## src/rtl/pipeline_hazard_ctrl.sv

```systemverilog
// Hazard/sequencing controller for the 5-stage MIPS pipeline: stage enables, bubbles/flushes,
// registered EX forwarding selects and mem-wait timeout. Define HAZARD_STATS_EN for event counters.
module pipeline_hazard_ctrl #(
  parameter int unsigned MEM_TIMEOUT = 16,
  parameter int unsigned CNT_W       = 16
) (
  input  logic             clk,
  input  logic             reset,
  input  logic [4:0]       id_rs,
  input  logic [4:0]       id_rt,
  input  logic             id_uses_rt,
  input  logic             id_jump,
  input  logic             id_jr,
  input  logic [4:0]       ex_rd,
  input  logic             ex_regwrite,
  input  logic             ex_memread,
  input  logic [4:0]       mem_rd,
  input  logic             mem_regwrite,
  input  logic             mem_memread,
  input  logic             mem_branch_taken,
  input  logic             mem_busy,
  output logic             pc_write,
  output logic             if_id_write,
  output logic             if_id_flush,
  output logic             id_ex_write,
  output logic             id_ex_bubble,
  output logic             ex_mem_write,
  output logic             ex_mem_bubble,
  output logic             mem_wb_write,
  output logic [1:0]       fwd_a,
  output logic [1:0]       fwd_b,
  output logic             timeout_err
`ifdef HAZARD_STATS_EN
  ,
  output logic [CNT_W-1:0] stall_cnt,
  output logic [CNT_W-1:0] flush_cnt,
  output logic [CNT_W-1:0] wait_cnt
`endif
);

  typedef enum logic [1:0] {RUN, MEM_WAIT, FLUSH} state_t;

  state_t     state;
  logic [7:0] wait_ctr;
  logic       branch_go;
  logic       load_use;
  logic       jr_stall;
  logic       stall;
  logic       wait_hit;
  logic [1:0] fwd_a_next;
  logic [1:0] fwd_b_next;

  // Newest producer wins: EX result beats MEM result; $0 never forwards.
  function automatic logic [1:0] fwd_sel(input logic [4:0] r, input logic en);
    logic [1:0] sel;
    sel = 2'b00;
    if (en && r != '0) begin
      if (ex_regwrite && ex_rd == r)       sel = 2'b10;
      else if (mem_regwrite && mem_rd == r) sel = 2'b01;
    end
    return sel;
  endfunction

  always_comb begin
    // A branch seen in FLUSH belongs to an already squashed slot.
    branch_go  = mem_branch_taken && (state != FLUSH);
    load_use   = ex_memread && (ex_rd != '0) &&
                 ((ex_rd == id_rs) || (id_uses_rt && ex_rd == id_rt));
    jr_stall   = id_jr && (id_rs != '0) &&
                 ((ex_regwrite && ex_rd == id_rs) || (mem_memread && mem_rd == id_rs));
    stall      = load_use || jr_stall;
    wait_hit   = ({24'd0, wait_ctr} + 32'd1) >= MEM_TIMEOUT;
    fwd_a_next = fwd_sel(id_rs, 1'b1);
    fwd_b_next = fwd_sel(id_rt, id_uses_rt);
  end

  always_comb begin
    pc_write      = 1'b1;
    if_id_write   = 1'b1;
    if_id_flush   = 1'b0;
    id_ex_write   = 1'b1;
    id_ex_bubble  = 1'b0;
    ex_mem_write  = 1'b1;
    ex_mem_bubble = 1'b0;
    mem_wb_write  = 1'b1;
    // Leaving MEM_WAIT (busy low) decodes exactly like RUN in the same cycle.
    if (mem_busy) begin
      pc_write     = 1'b0;
      if_id_write  = 1'b0;
      id_ex_write  = 1'b0;
      ex_mem_write = 1'b0;
      mem_wb_write = 1'b0;
    end else if (branch_go) begin
      if_id_flush   = 1'b1;
      id_ex_bubble  = 1'b1;
      ex_mem_bubble = 1'b1;
    end else if (stall) begin
      pc_write     = 1'b0;
      if_id_write  = 1'b0;
      id_ex_bubble = 1'b1;
    end else if (id_jump || id_jr) begin
      if_id_flush = 1'b1;
    end
  end

  always_ff @(posedge clk or posedge reset) begin
    if (reset) begin
      state       <= RUN;
      wait_ctr    <= '0;
      timeout_err <= 1'b0;
      fwd_a       <= '0;
      fwd_b       <= '0;
    end else if (mem_busy) begin
      state <= MEM_WAIT;
      if (wait_ctr != '1) wait_ctr <= wait_ctr + 8'd1;
      if (wait_hit) timeout_err <= 1'b1;
    end else begin
      wait_ctr <= '0;
      state    <= branch_go ? FLUSH : RUN;
      if (id_ex_bubble) begin
        fwd_a <= '0;
        fwd_b <= '0;
      end else begin
        fwd_a <= fwd_a_next;
        fwd_b <= fwd_b_next;
      end
    end
  end

`ifdef HAZARD_STATS_EN
  logic ev_stall;
  logic ev_flush;

  always_comb begin
    ev_stall = !mem_busy && !branch_go && stall;
    ev_flush = !mem_busy && (branch_go || (!stall && (id_jump || id_jr)));
  end

  always_ff @(posedge clk or posedge reset) begin
    if (reset) begin
      stall_cnt <= '0;
      flush_cnt <= '0;
      wait_cnt  <= '0;
    end else begin
      if (ev_stall && stall_cnt != '1) stall_cnt <= stall_cnt + CNT_W'(1);
      if (ev_flush && flush_cnt != '1) flush_cnt <= flush_cnt + CNT_W'(1);
      if (mem_busy && wait_cnt  != '1) wait_cnt  <= wait_cnt  + CNT_W'(1);
    end
  end
`else
  logic [CNT_W-1:0] stats_unused;
  assign stats_unused = '0;
`endif

endmodule

```

## config.mk

```make
export PLATFORM = sky130hd
export DESIGN_NAME = pipeline_hazard_ctrl
export DESIGN_NICKNAME = d
export VERILOG_FILES = /design/src/rtl/pipeline_hazard_ctrl.sv
export SDC_FILE = /design/constraint.sdc
export NUM_CORES = 1
export LEC_CHECK = 0
export ABC_AREA = 1
export BUFFER_PORTS_ARGS = -buffer_cell sky130_fd_sc_hd__buf_2
export CAP_MARGIN = 20
export CORE_MARGIN = 3
export CORE_UTILIZATION = 50
export CTS_CLUSTER_DIAMETER = 120
export DETAILED_ROUTE_END_ITERATION = 6
export PLACE_DENSITY = 0.8
export SYNTH_ARGS = -nofsm -noshare
export SYNTH_HDL_FRONTEND = slang
export SYNTH_SLANG_ARGS = --single-unit
```

## constraint.sdc

```tcl
create_clock -name clk -period 2 [get_ports clk]
set_clock_uncertainty 0.1 [all_clocks]
set_input_delay 0.3 -clock clk [delete_from_list [all_inputs] [get_ports clk]]
set_output_delay 0.3 -clock clk [all_outputs]
set_load 0.05 [all_outputs]
```

== Word level (Yosys, flattened, before mapping) ==
Index checks and enable logic that the tools add are counted.
Word-level totals
  flip-flop bits (word level): 15
  bits of input ports: 31
  output and inout bits: 13
  logic and storage cells: 60
Operators by class
  add/subtract/negate cells: 2
  $lt $le $gt $ge: 1
  eq/ne operators: 7
  mux-type cells: 25
  reduce and logical (&&, ||, !) cells: 20
Operators with widths (count)
  $eq 5x5->1: 4
  $mux 2: 8
  $mux 8: 2
  $mux 1: 15
  $reduce_bool 5->1: 3
  $logic_and 1x1->1: 12
  $add 8x1->9 const B: 1
  $ge 9x5->1 const B: 1
  $add 8x1->8 const B: 1
  $ne 8x8->1 const B: 1
  $logic_or 1x1->1: 4
  $ne 2x1->1 const B: 1
  $ne 2x2->1 const B: 1
  $reduce_and 2->1: 1

== Logic depth before layout (Yosys ltp) ==
  word-level depth: 9
  depth in mapped cells: 10
  mapped depth without buffers: 9

== Worst setup path before layout ==
OpenSTA, ideal clock, no wires.
  path type: flip-flop to output port
  start: register state[1]
  end: output pc_write
  arrival time: 2.037 ns
  required time: 1.600 ns
  setup slack: -0.437 ns
  stages on the path, launching flop included: 7
  path buffers: 1
  path through: dfrtp_1 inv_1 o21ai_2 nor2_1 inv_1 nand2_1 buf_4
Between the ends
  cells in the longest elaborated chain, start to end: 4
RTL lines
  start, declared: RTL line 43  | state_t state;
  start signal, assigned: RTL line 119  | state <= branch_go ? FLUSH : RUN;
  $ne 2x2->1: RTL line 66  | branch_go = mem_branch_taken && (state != FLUSH);
  $logic_and 1x1->1: RTL line 66
  $mux 1 (2 in series)
  end, declared: RTL line 22  | output logic pc_write,
Every way passes these cells.

== Final worst setup path ==
  start: input id_rs[1]
  end: output id_ex_bubble
Between the ends
  cells in the longest elaborated chain, start to end: 8
  elaborated cells between the ends (all ways): 14
  those cells by class: eq/ne (2); mux (3); reduce/logical (9)
RTL lines
  start, declared: RTL line 9  | input logic [4:0] id_rs,
  $eq 5x5->1 (on tied branches): RTL line 68, 70
  $logic_and 1x1->1: RTL line 70  | ((ex_regwrite && ex_rd == id_rs) || (mem_memread && mem_rd == id_rs));
  $logic_or 1x1->1: RTL line 70
  $logic_and 1x1->1: RTL line 69  | jr_stall = id_jr && (id_rs != '0) &&
  $logic_or 1x1->1 (*): RTL line 71  | stall = load_use || jr_stall;
  $mux 1 (*): RTL line 97  | end else if (stall) begin
  $mux 1 (*): RTL line 93  | end else if (branch_go) begin
  $mux 1 (*): RTL line 87  | if (mem_busy) begin
  end, declared: RTL line 26  | output logic id_ex_bubble,
Mark *: on every way between the ends. The rest lies on a longest branch, timed or not.

==> summary.md <==
| Metric | Value |
|---|---|
| Rows | `17` |
| Initial DRC Count | `32` |
| Vias | `1248` |
| Grt ovf | `0` |
| Pwr Density | `468.9 mW/mm^2` |
| First-pass GRT wire length | `4.747 mm` |
| Cell count after synthesis | `185` |
| Mean routed wirelength per cell | `11.09 um` |
| CTS max path bufs | `2` |
| Pre-antenna DRT Iters | `4` |
| Final WL | `2.849 mm` |
| Top cell type's share of synthesized area | `0.2985` |
| Max_slew headroom | `0.6320` |
| Vias in the first global route | `1125` |
| CTS sink cnt | `15` |
| Hold path endpoint | `state[0]` |
| Worst setup SP type | `input pin` |
| Initial antenna violation count | `0` |
| Register bit count reported by yosys | `15` |
| Tightest Pin Transition | `551.5 ps` |
| Total global-route track usage | `0.1890` |
| IO Pins | `44` |
| Largest family of logic cells by synthesized area | `simple AND/OR/NAND/NOR gates` |
| Leakage | `0.8474 nW` |
| Post-route insts no fill | `257` |
| Max-cap viol count | `0` |
| HP Start | `mem_busy` |
| Number of port buffers | `43` |
| Most frequent cells in the layout | `nand2_1 (47), buf_2 (42), inv_1 (27)` |
| Hold Slack | `182.0 ps` |
| Critical Path RT | `1600 ps` |
| DP Worst Slack | `83.09 ps` |
| Die W | `56.15 um` |
| Hold crit path type | `input pin to register` |
| RD Place Congestion | `0.8438` |
| Final WS setup | `93.60 ps` |
| Final hold viol count | `0` |
| Fin Setup TNS | `0 ps` |
| F_max | `524.5 MHz` |
| Fin. max-slew vios | `0` |
| RSZ-0062 raised after global routing | `false` |
| CTS Root Cell | `clkbuf_4` |
| Ys Warns | `0` |
| Final Cycle Share | `0.9532` |
| Most common cell after layout, fill and taps aside | `nand2_1` |
| Worst vdd ir | `349.8 uV` |
| CTS tree | `built` |
| Core area | `0.002297 mm^2` |
| Xor/xnor share of the synthesized area | `0.06965` |
| Simple-gate portion of the synthesized area | `0.3980` |
| DP Wirelength | `2.452 mm` |
| # setup viols final | `0` |
| Syn_nets | `218` |
| DIE AREA | `0.003153 mm^2` |
| Postcts setup bufs | `0` |
| Total CTS buffers | `3` |
| Hold path cells | `1` |
| Status | `complete, no violations` |
| Drt via density | `4.856` |
| Ant. Diodes | `0` |
| Placed Cells | `252` |
| Min Tclk post-route | `1906 ps` |
| Synth Area per Inst | `6.797 um^2` |
| Compound-gate portion of the synthesized area | `0.09154` |
| Clock latency on the worst-skew pair | `280 ps` |
| Sequential area share after synthesis | `0.2985` |
| Crit end category | `output port` |
| Mux cell area share after synthesis | `0` |
| R2r setup slk | `400 ps` |
| Fraction of layout cells with a size suffix above 1 | `0.3188` |
| Post-synth cell types | `31` |
| Worst r2r src | `wait_ctr[0]` |
| Initial core utilization | `0.5474` |
| Syn-to-layout area delta | `22.09%` |
| Capture point of the worst reg-to-reg path | `wait_ctr[0]` |
| Post-synthesis cell area | `0.001257 mm^2` |
| Layout Nets | `263` |
| Adder-Cell Fraction of Synth Area | `0.01990` |
| Clock-pin slew on the worst setup and hold paths | `90 ps` |
| Area leader, netlist | `dfrtp_1` |
| Top cells by area, synth | `dfrtp_1 (30%), nand2_1 (14%), inv_1 (8.1%), nor2_1 (7.5%), xor2_1 (4.9%)` |
| Largest net degree at the start of global routing | `16` |
| Worst reg2reg path depth | `7` |
| Post-DRT Antenna Nets | `0` |
| Clock H-tree levels | `1` |
| Chip Height | `56.15 um` |
| Maximum fanout along the worst path | `3` |
| DR DRC count | `0` |
| CP Data Arrival Time | `1510 ps` |
| WS Path Type | `input pin to output port` |
[worst max-delay path, stage by stage]
cell	delay, ps
buf_2	110
inv_1	80
nand2_1	50
a21oi_1	240
nand4_1	110
nand2_1	100
nand2_2	90
a31oi_2	140
buf_2	280
[flip-flops by register name, indices dropped and copies added (netlist names)]
signal and count:
wait_ctr 8, fwd_a 2, fwd_b 2, state 2, timeout_err 1
[cells in the mapped netlist]
library cell and number:
a31oi_1 2, a21oi_2 2, o21ai_1 2, nand4_1 4, a22oi_1 1, o211ai_2 1, nand3_2 3, nand2_4 1
nand3_1 10, inv_1 27, nand4_2 1, buf_4 4, xnor2_1 3, a21oi_1 1, nand3b_1 1, dfrtp_1 15
nor3_1 4, nor3_2 2, nor2_4 1, ha_1 2, nand2_1 47, o31ai_1 1, inv_2 5, nand2_2 2
nor2_1 25, nand3_4 1, xor2_1 7, nor2_2 2, o21ai_2 2, o21ai_0 5, buf_1 1
[repair_timing]
action / 4_1_cts / 5_1_grt
gates resized for setup: 0 / 2
hold buffers: 1 / 0
setup endpoints to repair: 0 / 1
hold endpoints to repair: 15 / 0
[cell type report]
class / count / area (um^2)
Fill cell: 220 / 762.0
Multi-Input combinational cell: 133 / 742.0
Sequential cell: 15 / 375.4
Timing Repair Buffer: 45 / 235.2
Inverter: 32 / 120.1
Tap cell: 28 / 35.03
Clock buffer: 3 / 22.52
Clock inverter: 1 / 5.005
[layer usage]
metal,GRT usage,vias to the layer above,part of all wire
met5,0,-,0
met4,0.08136,0,0.015
met3,0.01392,4,0.045
met2,0.3406,34,0.53
met1,0.2273,546,0.41
li1,-,664,-
[through the flow]
step	power (mW)	util	area, um^2
final	0.7198	0.6683	1535
after global routing	0.7589	0.6683	1535
after CTS	0.7233	0.6672	1533
after detailed placement	0.5514	0.6509	1495
after global placement	0.5469	0.6509	1495
after floorplan	0.4777	-	1271
[logic make-up after synthesis]
logic type	Yosys count
XOR/XNOR	10
AO/OA/AOI/OAI	17
adder cells (fa/ha/maj)	2
buffers and inverters	37
AND/OR/NAND/NOR	104
flip-flops	15
[power by group]
part / leakage, nW / internal [mW] / total, mW / switching, mW
clock: 0.0177 / 0.0743 / 0.173 / 0.0991
combinational: 0.631 / 0.0755 / 0.226 / 0.151
sequential: 0.199 / 0.312 / 0.320 / 0.00833
[worst max path at each step]
| stage | end | depth (start not counted) | start |
|---|---|---|---|
| finish | id_ex_bubble | 9 | id_rs[1] |
| global route | id_ex_bubble | 8 | ex_rd[0] |
| CTS | id_ex_bubble | 8 | ex_rd[0] |
| detailed placement | id_ex_bubble | 8 | ex_rd[0] |
| global placement | id_ex_bubble | 8 | ex_rd[0] |
| floorplan | if_id_flush | 7 | id_rs[2] |
(Power assumes the default switching activity.)
